===== config.mk =====
export PLATFORM = sky130hd
export DESIGN_NAME = data_mem_bridge
export DESIGN_NICKNAME = d
export VERILOG_FILES = /design/src/rtl/data_mem_pkg.sv /design/src/rtl/mem_load_ext.sv /design/src/rtl/data_mem_bridge.sv
export SDC_FILE = /design/constraint.sdc
export NUM_CORES = 1
export LEC_CHECK = 0
export ABC_AREA = 1
export BUFFER_PORTS_ARGS = -buffer_cell sky130_fd_sc_hd__clkbuf_2
export CORE_UTILIZATION = 54
export DETAILED_ROUTE_END_ITERATION = 10
export GPL_TIMING_DRIVEN = 0
export HOLD_SLACK_MARGIN = 0.06
export PLACE_DENSITY = 0.87
export SYNTH_ARGS = -nofsm -noshare
export SYNTH_HDL_FRONTEND = slang
export SYNTH_SLANG_ARGS = --single-unit

===== constraint.sdc =====
create_clock -name clk -period 3.9 [get_ports clk]
set_input_delay 0.39 -clock clk [delete_from_list [all_inputs] [get_ports clk]]
set_output_delay 0.39 -clock clk [all_outputs]
set_load 0.1 [all_outputs]

===== src/rtl/data_mem_pkg.sv =====
// Shared definitions for the CPU data-port to SRAM-bus bridge: access size codes,
// bridge FSM states and request legality helpers.
package data_mem_pkg;

  localparam logic [2:0] SZ_B  = 3'b000;
  localparam logic [2:0] SZ_H  = 3'b001;
  localparam logic [2:0] SZ_W  = 3'b010;
  localparam logic [2:0] SZ_BU = 3'b100;
  localparam logic [2:0] SZ_HU = 3'b101;

  typedef enum logic [1:0] {
    ST_IDLE  = 2'd0,
    ST_ISSUE = 2'd1,
    ST_WAIT  = 2'd2,
    ST_DONE  = 2'd3
  } state_t;

  // Bits needed for a counter that reaches TIMEOUT-1.
  function automatic int unsigned timer_width(input int unsigned limit);
    return (limit < 32'd2) ? 32'd1 : $clog2(limit + 32'd1);
  endfunction

  // Unsigned variants exist only for loads.
  function automatic logic size_legal(input logic we, input logic [2:0] size);
    logic ok;
    case (size)
      SZ_B, SZ_H, SZ_W: ok = 1'b1;
      SZ_BU, SZ_HU:     ok = ~we;
      default:          ok = 1'b0;
    endcase
    return ok;
  endfunction

  function automatic logic size_aligned(input logic [2:0] size, input logic [1:0] off);
    logic ok;
    case (size)
      SZ_H, SZ_HU: ok = (off[0] == 1'b0);
      SZ_W:        ok = (off == 2'b00);
      default:     ok = 1'b1;
    endcase
    return ok;
  endfunction

endpackage


===== src/rtl/mem_load_ext.sv =====
// Load data path: picks the addressed byte/half from the bus word and sign- or
// zero-extends it according to the access size.
module mem_load_ext
  import data_mem_pkg::*;
(
  input  logic [31:0] rdata_i,
  input  logic [1:0]  off_i,
  input  logic [2:0]  size_i,
  output logic [31:0] data_o
);

  logic [7:0]  lane_b;
  logic [15:0] lane_h;

  always_comb begin
    lane_b = 8'h00;
    case (off_i)
      2'd0:    lane_b = rdata_i[7:0];
      2'd1:    lane_b = rdata_i[15:8];
      2'd2:    lane_b = rdata_i[23:16];
      default: lane_b = rdata_i[31:24];
    endcase
  end

  assign lane_h = off_i[1] ? rdata_i[31:16] : rdata_i[15:0];

  always_comb begin
    data_o = rdata_i;
    case (size_i)
      SZ_B:    data_o = {{24{lane_b[7]}}, lane_b};
      SZ_BU:   data_o = {24'h000000, lane_b};
      SZ_H:    data_o = {{16{lane_h[15]}}, lane_h};
      SZ_HU:   data_o = {16'h0000, lane_h};
      SZ_W:    data_o = rdata_i;
      default: data_o = rdata_i;
    endcase
  end

endmodule


===== src/rtl/data_mem_bridge.sv =====
// Bridge between the single-cycle CPU data port and a handshaked, variable-latency
// SRAM bus: stalls the CPU, aligns stores, extends loads, flags bad accesses/timeouts.
module data_mem_bridge
  import data_mem_pkg::*;
#(
  parameter int unsigned DATA_WIDTH = 32,
  parameter int unsigned TIMEOUT    = 255
) (
  input  logic                  clk,
  input  logic                  rst,
  input  logic                  cpu_req,
  input  logic                  cpu_we,
  input  logic [2:0]            cpu_size,
  input  logic [DATA_WIDTH-1:0] cpu_addr,
  input  logic [DATA_WIDTH-1:0] cpu_wdata,
  output logic [DATA_WIDTH-1:0] cpu_rdata,
  output logic                  cpu_stall,
  output logic                  cpu_err,
  output logic                  mem_req,
  output logic                  mem_we,
  output logic [DATA_WIDTH-1:0] mem_addr,
  output logic [DATA_WIDTH-1:0] mem_wdata,
  output logic [3:0]            mem_wstrb,
  input  logic                  mem_gnt,
  input  logic                  mem_rvalid,
  input  logic [DATA_WIDTH-1:0] mem_rdata
);

  localparam int unsigned   TW   = timer_width(TIMEOUT);
  localparam logic [TW-1:0] TMAX = TW'(TIMEOUT - 32'd1);

  state_t        state_q, state_d;
  logic [TW-1:0] timer_q, timer_d;
  logic [31:0]   addr_q, addr_d;
  logic          we_q, we_d;
  logic [2:0]    size_q, size_d;
  logic [31:0]   wdata_q, wdata_d;
  logic [3:0]    wstrb_q, wstrb_d;
  logic          mem_req_q, mem_req_d;
  logic          err_q, err_d;
  logic [31:0]   rdata_q, rdata_d;

  logic          req_ok;
  logic [3:0]    st_strb;
  logic [31:0]   st_data;
  logic [31:0]   ld_data;

  assign req_ok = size_legal(cpu_we, cpu_size) & size_aligned(cpu_size, cpu_addr[1:0]);

  // Store lane replication and byte strobes, computed from the live CPU request.
  always_comb begin
    st_strb = 4'b0000;
    st_data = cpu_wdata;
    if (cpu_we) begin
      case (cpu_size)
        SZ_B: begin
          st_strb = 4'b0001 << cpu_addr[1:0];
          st_data = {4{cpu_wdata[7:0]}};
        end
        SZ_H: begin
          st_strb = 4'b0011 << cpu_addr[1:0];
          st_data = {2{cpu_wdata[15:0]}};
        end
        SZ_W:    st_strb = 4'b1111;
        default: st_strb = 4'b0000;
      endcase
    end else begin
      st_strb = 4'b0000;
    end
  end

  mem_load_ext u_load_ext (
    .rdata_i (mem_rdata),
    .off_i   (addr_q[1:0]),
    .size_i  (size_q),
    .data_o  (ld_data)
  );

  // Next-state logic; a real response takes priority over a timeout in the same cycle.
  always_comb begin
    state_d = state_q;
    timer_d = timer_q;
    addr_d  = addr_q;
    we_d    = we_q;
    size_d  = size_q;
    wdata_d = wdata_q;
    wstrb_d = wstrb_q;
    err_d   = 1'b0;
    rdata_d = rdata_q;
    case (state_q)
      ST_IDLE: begin
        if (cpu_req && req_ok) begin
          state_d = ST_ISSUE;
          timer_d = '0;
          addr_d  = cpu_addr;
          we_d    = cpu_we;
          size_d  = cpu_size;
          wdata_d = st_data;
          wstrb_d = st_strb;
        end else if (cpu_req) begin
          err_d = 1'b1;
        end else begin
          state_d = ST_IDLE;
        end
      end
      ST_ISSUE, ST_WAIT: begin
        timer_d = timer_q + 1'b1;
        if (mem_rvalid && (mem_gnt || state_q == ST_WAIT)) begin
          state_d = ST_DONE;
          rdata_d = we_q ? rdata_q : ld_data;
        end else if (timer_q == TMAX) begin
          state_d = ST_DONE;
          err_d   = 1'b1;
          rdata_d = 32'h0000_0000;
        end else if (mem_gnt) begin
          state_d = ST_WAIT;
        end else begin
          state_d = state_q;
        end
      end
      ST_DONE: begin
        state_d = ST_IDLE;
        timer_d = '0;
      end
      default: state_d = ST_IDLE;
    endcase
    mem_req_d = (state_d == ST_ISSUE);
  end

  // State and captured-request registers.
  always_ff @(posedge clk) begin
    if (!rst) begin
      state_q   <= ST_IDLE;
      timer_q   <= '0;
      addr_q    <= 32'h0000_0000;
      we_q      <= 1'b0;
      size_q    <= 3'b000;
      wdata_q   <= 32'h0000_0000;
      wstrb_q   <= 4'b0000;
      mem_req_q <= 1'b0;
      err_q     <= 1'b0;
      rdata_q   <= 32'h0000_0000;
    end else begin
      state_q   <= state_d;
      timer_q   <= timer_d;
      addr_q    <= addr_d;
      we_q      <= we_d;
      size_q    <= size_d;
      wdata_q   <= wdata_d;
      wstrb_q   <= wstrb_d;
      mem_req_q <= mem_req_d;
      err_q     <= err_d;
      rdata_q   <= rdata_d;
    end
  end

  assign cpu_stall = (state_q == ST_IDLE && cpu_req && req_ok) ||
                     (state_q == ST_ISSUE) || (state_q == ST_WAIT);
  assign cpu_err   = err_q;
  assign cpu_rdata = rdata_q;
  assign mem_req   = mem_req_q;
  assign mem_we    = we_q;
  assign mem_addr  = {addr_q[31:2], 2'b00};
  assign mem_wdata = wdata_q;
  assign mem_wstrb = wstrb_q;

endmodule

==> impl_results.md <==
- Fin. max-slew vios: 0
- Nets: 1200
- RSZ-0062 raised after global routing: no
- Clock Latency Late Sink: 510 ps
- Place WS: 1440 ps
- Post-CTS sizing: 0
- Vias in the first global route: 5861
- Initial drt markers: 531
- Worst path arrival time: 2650 ps
- Worst Setup End Kind: output pin
- Synthesized area: 0.00588 mm^2
- Hold Path Class: in2reg
- Crit path max fanout: 10
- H-tree depth: 4
- Met3 routed wirelength: 1680 um
- Die width: 106 um
- Fmax: 329 MHz
- Drt drc: 0
- Sequential fraction of the synthesis area: 39.5%
- Area added between synthesis and finish: 31.1%
- Via density: 5.24
- Vias: 6477
- Fin cells: 1237
- Core box area: 0.0104 mm^2
- Largest net degree at the start of global routing: 17
- CTS buffer count: 17
- Post-CTS Repair Setup Buffers: 0
- Antenna violations before repair: 0
- Top sig layer: met4
- Die Y-Extent: 106 um
- Total grt overflow: 0
- Share of cells above drive strength 1: 30.2%
- Placed Cells incl. Taps: 1205
- Initial core utilization: 56.4%
- Clk root buf: clkbuf_8
- Unique masters post-synth: 35
- Leak Pwr: 3.79 nW
- Std-Cell Rows: 37
- Synth Register Bits: 116
- Gpl congestion: 0.913
- PnR Total Power: 3.74 mW
- Max clock buf depth: 2
- Die Area: 0.0113 mm^2
- Worst Hold Slack: 104 ps
- Pwr Density: 485 mW/mm^2
- Async set-reset flop share out of synthesis: 0%
- Antenna Cells: 0
- Sum Neg Setup Slack: 0 ps
- TritonCTS Sinks: 116
- Type of the worst setup path: reg2out
- Mean Syn Cell Area: 6.81 um^2
- Final setup vio count: 0
- Max Cap Violations: 0
- Final setup margin: 860 ps
- Syn Inst Count: 863
- Critical path launch point type: register
- Most used DFF post-synth: dfxtp_1
- IO buf count: 205
- Io pins: 209
- Post-Route Skew: 13.3 ps
- Met2 WL: 7870 um
- CTS tree: yes
- Slew headroom: 61.0%
- Peak supply drop: 294 uV
- First-pass GRT wire length: 27600 um
- Endpoints failing hold: 0
- Post-DRT Antenna Nets: 0
- Tmin final: 3040 ps
- Final WL: 17300 um
- Worst-Margin Slew: 585 ps
- Global Route Usage Sum: 30.8%
- CTS Hold Bufs: 0
- Yosys warnings: 0
- Status: finished, final reports clean
- Hpwl dp: 12800 um
- Wirelength per Cell: 14.0 um
- Req. time, crit path: 3510 ps
- Met1 WL: 7210 um
- Clock transition at path regs: 60 ps
- Final Cycle Share: 78.0%
- First-pass DRT Iterations: 7
- Post-synth EDFFs: 0
## state kept, by name, indices dropped and copies added (netlist names)
register / cells
addr_q: 32
mem_wdata: 32
mem_we: 1
cpu_rdata: 32
mem_wstrb: 4
cpu_err: 1
state_q: 2
mem_req: 1
size_q: 3
timer_q: 8
## synth_stat cells, drive strengths merged, types with 2 or more instances
| library cell | count | share of area [%] |
|---|---|---|
| nand4 | 3 | 0.57 |
| xor2 | 4 | 0.60 |
| nand3 | 30 | 2.9 |
| clkbuf | 17 | 1.1 |
| nand2 | 232 | 15 |
| nor2 | 109 | 7.1 |
| ha | 7 | 1.5 |
| o21ai | 94 | 8.1 |
| buf | 64 | 7.7 |
| o22ai | 9 | 0.96 |
| dfxtp | 116 | 40 |
| a21oi | 109 | 9.9 |
| or2 | 2 | 0.21 |
| inv | 60 | 3.9 |
## kinds of logic after synthesis
kind of cell | Yosys count | synth area share [%]
AO/OA/AOI/OAI | 216 | 19.5
XOR/XNOR | 4 | 0.596
adder cells (fa/ha/maj) | 7 | 1.49
buffers and inverters | 142 | 12.7
flip-flops | 116 | 39.5
other | 1 | 0.0638
AND/OR/NAND/NOR | 377 | 26.1
## power breakdown
part	switching, mW	total, mW	internal, mW
Combinational	0.635	0.829	0.194
Clock	0.586	1.65	1.06
Sequential	0.0266	1.26	1.24
Total	1.25	3.74	2.49
## placed cells by master, fill, tap and decap left out, drive strengths merged
master	synthesis	layout
a21boi	1	1
a21oi	109	109
a31o	1	1
buf	64	64
bufinv	0	4
clkbuf	17	240
clkinv	1	7
clkinvlp	0	2
conb	1	2
dfxtp	116	116
ha	7	7
inv	60	62
nand2	232	232
nand3	30	30
nand4	3	3
nor2	109	109
nor3	1	1
o211ai	1	1
o21ai	94	94
o21bai	1	1
o22ai	9	9
or2	2	2
xor2	4	4
## layout make-up
class,instances,area [um^2]
Inverter,61,233
Multi-Input combinational cell,606,2810
Timing Repair Buffer,205,1030
Sequential cell,116,2320
Fill cell,900,2710
Clock inverter,14,201
Clock buffer,18,428
Buffer,81,514
Tap cell,136,170
## layer usage
metal / vias to the layer above / GRT usage [%]
met1: 2871 / 38.7
met4: 0 / 15.0
met3: 48 / 7.23
met5: - / 0
li1: 3202 / -
met2: 356 / 49.7
## worst max-delay path: stages, from the launching register on
cell and delay (ps):
dfxtp_1 320, inv_1 150, ha_1 170, buf_2 220, nand2_1 80, inv_1 150, nand3_4 170, buf_6 190
buf_6 140, nand2_1 90, clkbuf_2 460
## per-stage QoR
step	utilization, %	cell area [um^2]
2_1_floorplan	-	5880
3_3_place_gp	67.9	7080
3_5_place_dp	67.9	7080
4_1_cts	74.0	7700
5_1_grt	74.0	7700
6_report	74.0	7700
## final timing paths
check / startpoint / cells after the start / slack (ps) / to
hold / removal: cpu_addr[5] / 3 / 100 / addr_q[5]
hold reg to reg: addr_q[17] / 2 / 460 / addr_q[17]
setup / recovery: state_q[0] / 10 / 860 / cpu_stall
setup reg to reg: state_q[0] / 10 / 1850 / cpu_rdata[12]
Note: power is estimated with default switching activity, not from simulation.
